<file path="src/rtl/async_fifo_rd_ctrl_if.sv">
// Read-side port bundle of the dual-clock FIFO: consumer handshake, synchronized
// write pointer in, Gray read pointer and status flags out.
interface async_fifo_rd_ctrl_if #(
    parameter int unsigned ADDRSIZE = 4
);
    logic                rinc;
    logic [ADDRSIZE:0]   rq2_wptr;
    logic [ADDRSIZE:0]   rptr;
    logic [ADDRSIZE-1:0] raddr;
    logic                ren;
    logic                rempty;
    logic                runderflow;
    logic [ADDRSIZE:0]   rlevel;
    logic                ralmost_empty;

    // master: consumer/synchronizer side; slave: the read controller
    modport master (
        output rinc, rq2_wptr,
        input  rptr, raddr, ren, rempty, runderflow, rlevel, ralmost_empty
    );
    modport slave (
        input  rinc, rq2_wptr,
        output rptr, raddr, ren, rempty, runderflow, rlevel, ralmost_empty
    );
endinterface

</file>
<file path="src/rtl/async_fifo_rd_ctrl.sv">
// Read-domain controller of the dual-clock FIFO: binary/Gray read pointer, empty,
// sticky underflow. Optional occupancy/almost-empty reporting under RD_LEVEL_EN.
module async_fifo_rd_ctrl #(
    parameter int unsigned ADDRSIZE  = 4,
    parameter int unsigned AE_THRESH = 2
) (
    input logic                  rclk,
    input logic                  rrst_n,
    async_fifo_rd_ctrl_if.slave  rd_if
);
    localparam int unsigned PW = ADDRSIZE + 1;

    logic [PW-1:0] rbin;
    logic [PW-1:0] rbinnext;
    logic [PW-1:0] rgraynext;
    logic [PW-1:0] rptr_q;
    logic          rempty_q;
    logic          runderflow_q;
    logic          rd;

    if (AE_THRESH > (2 ** ADDRSIZE)) begin : g_bad_thresh
        $error("AE_THRESH exceeds FIFO depth");
    end

    assign rd        = rd_if.rinc & ~rempty_q;
    assign rbinnext  = rbin + {{ADDRSIZE{1'b0}}, rd};
    assign rgraynext = (rbinnext >> 1) ^ rbinnext;

    // Empty compares against the next pointer so a read and a write-pointer
    // advance on the same edge are both reflected.
    always_ff @(posedge rclk or negedge rrst_n) begin
        if (!rrst_n) begin
            rbin         <= '0;
            rptr_q       <= '0;
            rempty_q     <= 1'b1;
            runderflow_q <= 1'b0;
        end else begin
            rbin     <= rbinnext;
            rptr_q   <= rgraynext;
            rempty_q <= (rgraynext == rd_if.rq2_wptr);
            if (rd_if.rinc && rempty_q)
                runderflow_q <= 1'b1;
        end
    end

    assign rd_if.rptr       = rptr_q;
    assign rd_if.raddr      = rbin[ADDRSIZE-1:0];
    assign rd_if.ren        = rd;
    assign rd_if.rempty     = rempty_q;
    assign rd_if.runderflow = runderflow_q;

`ifdef RD_LEVEL_EN
    localparam logic [PW-1:0] AE_LIM = PW'(AE_THRESH);

    logic [PW-1:0] wbin;
    logic [PW-1:0] level_next;
    logic [PW-1:0] rlevel_q;
    logic          ralmost_empty_q;

    // Gray to binary: each bit is the XOR of all Gray bits at or above it
    always_comb begin
        wbin = '0;
        for (int unsigned i = 0; i < PW; i++)
            wbin[i] = ^(rd_if.rq2_wptr >> i);
    end

    assign level_next = wbin - rbinnext;

    always_ff @(posedge rclk or negedge rrst_n) begin
        if (!rrst_n) begin
            rlevel_q        <= '0;
            ralmost_empty_q <= 1'b1;
        end else begin
            rlevel_q        <= level_next;
            ralmost_empty_q <= (level_next <= AE_LIM);
        end
    end

    assign rd_if.rlevel        = rlevel_q;
    assign rd_if.ralmost_empty = ralmost_empty_q;
`else
    assign rd_if.rlevel        = '0;
    assign rd_if.ralmost_empty = rempty_q;
`endif
endmodule

</file>
<file path="src/flat_wrapper.sv">
// flat-port wrapper written by rule: the top's interface ports become plain ports
module async_fifo_rd_ctrl_flat 
#(
    parameter int unsigned ADDRSIZE  = 4,
    parameter int unsigned AE_THRESH = 2
)
  (rclk, rrst_n, rd_if_rinc, rd_if_rq2_wptr, rd_if_rptr, rd_if_raddr, rd_if_ren, rd_if_rempty, rd_if_runderflow, rd_if_rlevel, rd_if_ralmost_empty);
  async_fifo_rd_ctrl_if #(.ADDRSIZE(ADDRSIZE)) rd_if_i ();
  input logic rclk;
  input logic rrst_n;
  input wire logic [$bits(rd_if_i.rinc)-1:0] rd_if_rinc;
  input wire logic [$bits(rd_if_i.rq2_wptr)-1:0] rd_if_rq2_wptr;
  output wire logic [$bits(rd_if_i.rptr)-1:0] rd_if_rptr;
  output wire logic [$bits(rd_if_i.raddr)-1:0] rd_if_raddr;
  output wire logic [$bits(rd_if_i.ren)-1:0] rd_if_ren;
  output wire logic [$bits(rd_if_i.rempty)-1:0] rd_if_rempty;
  output wire logic [$bits(rd_if_i.runderflow)-1:0] rd_if_runderflow;
  output wire logic [$bits(rd_if_i.rlevel)-1:0] rd_if_rlevel;
  output wire logic [$bits(rd_if_i.ralmost_empty)-1:0] rd_if_ralmost_empty;
  assign rd_if_i.rinc = rd_if_rinc;
  assign rd_if_i.rq2_wptr = rd_if_rq2_wptr;
  assign rd_if_rptr = rd_if_i.rptr;
  assign rd_if_raddr = rd_if_i.raddr;
  assign rd_if_ren = rd_if_i.ren;
  assign rd_if_rempty = rd_if_i.rempty;
  assign rd_if_runderflow = rd_if_i.runderflow;
  assign rd_if_rlevel = rd_if_i.rlevel;
  assign rd_if_ralmost_empty = rd_if_i.ralmost_empty;
  async_fifo_rd_ctrl #(.ADDRSIZE(ADDRSIZE), .AE_THRESH(AE_THRESH)) u_core (.rclk(rclk), .rrst_n(rrst_n), .rd_if(rd_if_i));
endmodule
</file>
<file path="config.mk">
export PLATFORM = sky130hd
export DESIGN_NAME = async_fifo_rd_ctrl_flat
export DESIGN_NICKNAME = d
export VERILOG_FILES = /design/src/rtl/async_fifo_rd_ctrl_if.sv /design/src/rtl/async_fifo_rd_ctrl.sv /design/src/flat_wrapper.sv
export SDC_FILE = /design/constraint.sdc
export NUM_CORES = 1
export LEC_CHECK = 0
export CELL_PAD_IN_SITES_DETAIL_PLACEMENT = 1
export CELL_PAD_IN_SITES_GLOBAL_PLACEMENT = 1
export CORE_MARGIN = 2
export CORE_UTILIZATION = 29
export CTS_BUF_LIST = sky130_fd_sc_hd__clkbuf_2 sky130_fd_sc_hd__clkbuf_4 sky130_fd_sc_hd__clkbuf_8
export DETAILED_ROUTE_END_ITERATION = 8
export GPL_ROUTABILITY_DRIVEN = 0
export PLACE_DENSITY_LB_ADDON = 0.1
export SLEW_MARGIN = 20
export SYNTH_ARGS = -nofsm -noshare
export SYNTH_HDL_FRONTEND = slang
export SYNTH_SLANG_ARGS = --single-unit
</file>
<file path="constraint.sdc">
create_clock -name rclk -period 2.1 [get_ports rclk]
set_clock_uncertainty 0.1 [all_clocks]
set_input_delay 0.315 -clock rclk [delete_from_list [all_inputs] [get_ports rclk]]
set_output_delay 0.315 -clock rclk [all_outputs]
set_load 0.01 [all_outputs]
</file>
==> impl_metrics.yaml, run 1 <==
outcome:
  status: "finished, final reports clean"
clock_network:
  cts-buffers-inserted: 3
  clock_sinks: 11
  clk_transition_reported_paths_ns: 0.07
  cts_tree: "built"
  cts_root_buf: "clkbuf_4"
  cts_hold_buf: 0
  cts.htree.levels: 1
  clock_path_buffers: 2
  worstSkewPairLatency_ns: 0.27
route:
  dr.pass1.iters: 1
  wire_per_inst_um: 11.7
  drc: 0
  vias: 442
  viasPerCell: 4.06
  wirelength_mm: 1.28
  drtIter0Drc: 0
  antenna_left: 0
logic_synthesis:
  synth_ff_type: "dfrtp_1"
  synth_cell_types: 23
  async_flop_share_pct: 100
  synth_top_cell_area_share_pct: 39.2
  synth-seq-area-share_pct: 43.3
  yosysMostFrequentCell: "dfrtp_1"
  synth.avg_cell_area_sq_um: 11.8
  yosysTopAreaCell: "dfrtp_1"
  synth_edf_count: 0
  synthTopCellsByCount: "dfrtp_1, xnor2_1, buf_4, xor2_1, nand3_1"
  netlist_instances: 54
  ys_ff_latch: 11
  synthTopCellsByArea: "dfrtp_1, xnor2_1, buf_4"
  yosys_warnings: 0
  syn-cell-area_sq_um: 638
finish:
  nets: 93
  regArea_sq_um: 277
  drive_above_1_share_pct: 25.6
  n_antenna_cell: 0
  multi_input_area_sq_um: 323
  fill_cells: 225
  syn2layout_area_growth_pct: 45.9
  fin_cells: 109
grt:
  grt_overflow: 0
  grt_pass1_wl_mm: 2.15
  grt_pass1_vias: 446
  grt_max_degree: 12
  antenna_found_initial: 0
  track_usage_pct: 11.8
floorplanning:
  die_area_sq_mm: 0.00259
  initial_core_util_pct: 31.6
  core.rowCount: 16
  core-area_sq_mm: 0.00202
  ios: 26
  die_x_um: 50.9
  die_h_um: 50.9
sta:
  rsz0062_at_grt: "false"
  hold_viol: 0
  worst_pin_slew_ns: 0.503
  fin_crit_sh_pct: 94.0
  setup_tns_ns: 0
  fmax_mhz: 507
  fin_crit_ns: 1.97
  finalSetupViolations: 0
  maxSlewHeadroom_pct: 66.4
  slew_violations: 0
worst_setup_path:
  r2r-start: "u_core.rd_if.ralmost_empty"
  cp_max_fo: 4
  startpoint: "rd_if_rinc"
  cp_slowest_cell: "clkdlybuf4s50_1"
  path_class: "input port to flip-flop"
  path_cells: "clkdlybuf4s50_1 -> nor2b_2 -> ha_2 -> ha_2 -> xnor3_1 -> and3_1 -> o211ai_2 -> a21oi_2"
  r2r_end: "u_core.rd_if.ralmost_empty"
  crit_path_start_kind: "input port"
  reg2reg_slack_ns: 0.17
  cp-endpoint: "u_core.rd_if.ralmost_empty"
  crit_required_ns: 2.21
  max_stage_delay_ns: 0.47
  r2r_cells: 7
  arrival_ns: 2.08
  cpMostUsedCell: "ha_2"
  end_kind: "flip-flop"
power_and_ir_drop:
  pwr-share-clk_pct: 10.0
  intPower_w: 0.000997
  seq_power_share_pct: 28.0
  power.share.combinational_pct: 62.0
  power.ir.vdd_worst_uv: 664
  p_leak_nw: 0.417
  power_density_mw_per_mm2: 1680
  power_w: 0.00157
  p_sw_w: 0.000571
  p_sw_share_pct: 36.4
job:
  drv_cap: 0
worst_hold_path:
  hp-class: "input port to asynchronous set/reset pin"
placed_design:
  detailed_place_hpwl_mm: 1.03
  dp_cells: 104
  portBuffers: 20
-- cell families (layout without fill, tap and decap cells) --
| family | Yosys count | count (layout) | share of synthesized area (%) |
|---|---|---|---|
| AO/OA/AOI/OAI | 6 | 6 | 8.82 |
| XOR/XNOR | 14 | 14 | 23.5 |
| flip-flops | 11 | 11 | 43.3 |
| buffers and inverters | 10 | 34 | 10.8 |
| AND/OR/NAND/NOR | 10 | 10 | 9.02 |
| other | 1 | 5 | 0.588 |
| adder cells (fa/ha/maj) | 2 | 2 | 3.92 |
-- final cells by class --
type	instances	area share [%]
Sequential cell	11	29.7
Tap cell	27	3.63
Inverter	2	0.806
Clock buffer	4	3.23
Multi-Input combinational cell	37	34.7
Timing Repair Buffer	28	28.0
-- power groups by stage --
stage	logic, W	registers (W)	clock network, W
6_report	0.000971	0.000439	0.000157
5_1_grt	0.00106	0.000459	0.000181
4_1_cts	0.000966	0.000438	0.000165
3_5_place_dp	0.000957	0.000442	0
3_3_place_gp	0.000933	0.000437	0
2_1_floorplan	0.000516	0.000461	0
-- flip-flops by register name, indices dropped and copies added (netlist names) --
| register | cells |
|---|---|
| u_core.rd_if.rptr | 4 |
| u_core.rbin | 5 |
| u_core.rd_if.ralmost_empty | 1 |
| u_core.rd_if.runderflow | 1 |
-- worst min path at each step --
stage | from | to | slack (ns) | depth (start not counted)
after floorplan | rrst_n | u_core.rbin[0] | -0.08 | 0
final | rrst_n | u_core.rd_if.runderflow | 0.28 | 1
after CTS | rrst_n | u_core.rd_if.runderflow | 0.30 | 1
after detailed placement | u_core.rd_if.runderflow | u_core.rd_if.runderflow | 0.35 | 1
after global routing | rrst_n | u_core.rbin[4] | 0.33 | 1
after global placement | u_core.rd_if.runderflow | u_core.rd_if.runderflow | 0.34 | 1
-- critical path, delay by kind of cell --
family | cells | cell delay, ns
AO/OA/AOI/OAI | 2 | 0.20
XOR/XNOR | 1 | 0.33
adder cells (fa/ha/maj) | 2 | 0.41
buffers and inverters | 1 | 0.47
AND/OR/NAND/NOR | 2 | 0.35
-- cells in the final DEF (no fill, tap or decap), drive strengths merged, types with 2 or more instances in the layout --
| cell | n |
|---|---|
| a21o | 2 |
| buf | 8 |
| clkbuf | 4 |
| clkdlybuf4s50 | 20 |
| conb | 5 |
| dfrtp | 10 |
| ha | 2 |
| inv | 2 |
| nand2 | 2 |
| nand3 | 3 |
| xnor2 | 7 |
| xnor3 | 2 |
| xor2 | 5 |
-- what timing repair did --
action / in CTS / in global routing
setup buffers: 0 / 1
endpoints found under the setup margin: 1 / 3
pin swaps: 0 / 2
resized for setup: 1 / 3
-- stage by stage --
step	hold WS (ns)	worst slack (ns)	utilization, %	instance area (sq um)
6_report	0.277	0.127	46.0	931
5_1_grt	0.327	0.0203	46.0	931
4_1_cts	0.299	0.0217	45.0	911
3_5_place_dp	0.346	-0.287	43.4	878
3_3_place_gp	0.342	-0.254	43.4	878
2_1_floorplan	-0.0806	0.0322	-	653
-- routing by layer --
metal	share of wire, %	GRT usage (%)	vias up
li1	-	-	217
met1	44	15.0	204
met2	50	17.7	19
met3	4.2	0.877	2
met4	2.1	10.8	0
met5	0	0	-
No activity file was read; power rests on OpenSTA's default activity.
==> run 2: changes to the inputs <==
- CELL_PAD_IN_SITES_DETAIL_PLACEMENT: 1 -> unset
- CELL_PAD_IN_SITES_GLOBAL_PLACEMENT: 1 -> unset
- PLACE_DENSITY_LB_ADDON: 0.1 -> unset
==> run 2 against run 1 <==
Effect of this change: register-to-register slack about the same; clock-buffer cell count did not move; core utilization increased by 0.87 points; worst hold slack gained 0.0039 ns; via count is 3.4% higher; critical endpoint unchanged.
==> impl_metrics.yaml, run 2 (synthesis results as in run 1) <==
worst_setup_path:
  end_kind: "flip-flop"
  arrival_ns: 2.08
  cp_max_fo: 4
  crit_required_ns: 2.20
  crit_path_start_kind: "input port"
  path_class: "input port to flip-flop"
power_and_ir_drop:
  power_w: 0.00156
  p_leak_nw: 0.424
  power.ir.vdd_worst_uv: 796
  power_density_mw_per_mm2: 1640
finish:
  syn2layout_area_growth_pct: 48.6
  fill_cells: 201
  final_cell_mix: "clkdlybuf4s50_1, dfrtp_1, buf_4"
  nets: 94
  largest_register_ffs: 5
  n_antenna_cell: 0
  drive_above_1_share_pct: 26.5
  fin_cells: 110
  mostFrequentLayoutCell: "clkdlybuf4s50_1"
  top_register: "u_core.rbin"
route:
  dr.pass1.iters: 2
  wire_per_inst_um: 9.71
  wirelength_mm: 1.07
  drc: 0
  antenna_left: 0
  drtIter0Drc: 4
  vias: 457
  viasPerCell: 4.15
floorplanning:
  die_area_sq_mm: 0.00259
  ios: 26
  core.rowCount: 16
  die_h_um: 50.9
  core-area_sq_mm: 0.00202
  die_x_um: 50.9
  initial_core_util_pct: 31.6
grt:
  grt_overflow: 0
  antenna_found_initial: 0
  grt_pass1_wl_mm: 1.68
  grt_pass1_vias: 396
  track_usage_pct: 9.05
  grt_max_degree: 12
sta:
  fin_crit_sh_pct: 94.1
  slew_violations: 0
  finalSetupViolations: 0
  maxSlewHeadroom_pct: 66.9
  hold_viol: 0
  worst_pin_slew_ns: 0.495
  hold_ws_ns: 0.281
  fin_crit_ns: 1.98
  fmax_mhz: 506
clock_network:
  clock_path_buffers: 2
  clock_sinks: 11
  cts_hold_buf: 0
  cts.htree.levels: 1
  cts_root_buf: "clkbuf_4"
  cts-buffers-inserted: 3
  clk_transition_reported_paths_ns: 0.07
  worstSkewPairLatency_ns: 0.26
  cts_tree: "built"
placed_design:
  dp_cells: 106
  portBuffers: 20
outcome:
  status: "finished, final reports clean"
job:
  drv_cap: 0
worst_hold_path:
  hp-class: "input port to asynchronous set/reset pin"
run 2: cell types whose count changed in the layout (fill, tap and decap cells not counted):
| cell | delta |
|---|---|
| buf_4 | +1 |
| ha_2 | -1 |
| ha_4 | +1 |
run 2: per-layer routing:
metal	track usage [%]	vias to the layer above	share of wire, %
met5	0	-	0
met4	9.46	0	2.3
met3	1.46	2	7.5
met2	13.0	21	46
met1	11.0	209	44
li1	-	225	-
run 2: final cells by class:
class	instances	area [sq um]	share of cell area, %
Multi-Input combinational cell	37	333	35.1
Sequential cell	11	277	29.2
Timing Repair Buffer	29	268	28.2
Tap cell	27	33.8	3.56
Clock buffer	4	30.0	3.17
Inverter	2	7.51	0.792
run 2: stage by stage:
step	util (%)	instance area, sq um	setup WS [ns]	TNS, ns
floorplan	-	653	0.0322	0
global placement	44.2	893	-0.240	-0.639
detailed placement	44.2	893	-0.290	-0.765
CTS	45.8	926	0.0114	0
global route	46.9	948	-0.00122	-0.00122
finish	46.9	948	0.124	0
run 2: critical path, stage by stage:
cell and delay [ns]:
clkdlybuf4s50_1 0.48, nor2b_2 0.16, ha_2 0.23, ha_4 0.16, xnor3_1 0.32, nor3_2 0.19
o211ai_2 0.11, a21oi_2 0.11
run 2: timing repair:
action,CTS,global route
resized for setup,1,4
setup buffers,0,0
setup endpoints to repair,1,2
cloned,0,0
run 2: where the power goes:
group,internal [W],switching (W)
sequential,0.000329,0.000106
clock,0.0000863,0.0000702
combinational,0.000596,0.000370
total,0.00101,0.000547
run 2: worst paths after layout:
| path | cells past startpoint | endpoint | from | slack, ns |
|---|---|---|---|---|
| min in group rclk | 1 | u_core.rd_if.runderflow | u_core.rd_if.runderflow | 0.36 |
| max | 8 | u_core.rd_if.ralmost_empty | rd_if_rinc | 0.12 |
| min reg2reg | 1 | u_core.rd_if.runderflow | u_core.rd_if.runderflow | 0.36 |
| max reg2reg | 7 | u_core.rd_if.ralmost_empty | u_core.rd_if.ralmost_empty | 0.18 |
| max in group asynchronous | 1 | u_core.rd_if.ralmost_empty | rrst_n | 1.26 |
| min | 1 | u_core.rd_if.rptr[0] | rrst_n | 0.28 |
==> run 3: changes to the inputs <==
- CTS_BUF_LIST: sky130_fd_sc_hd__clkbuf_2 sky130_fd_sc_hd__clkbuf_4 sky130_fd_sc_hd__clkbuf_8 -> sky130_fd_sc_hd__clkbuf_4
==> results of run 3 <==
The final DEF is identical to that of run 2; final timing and power are the same.
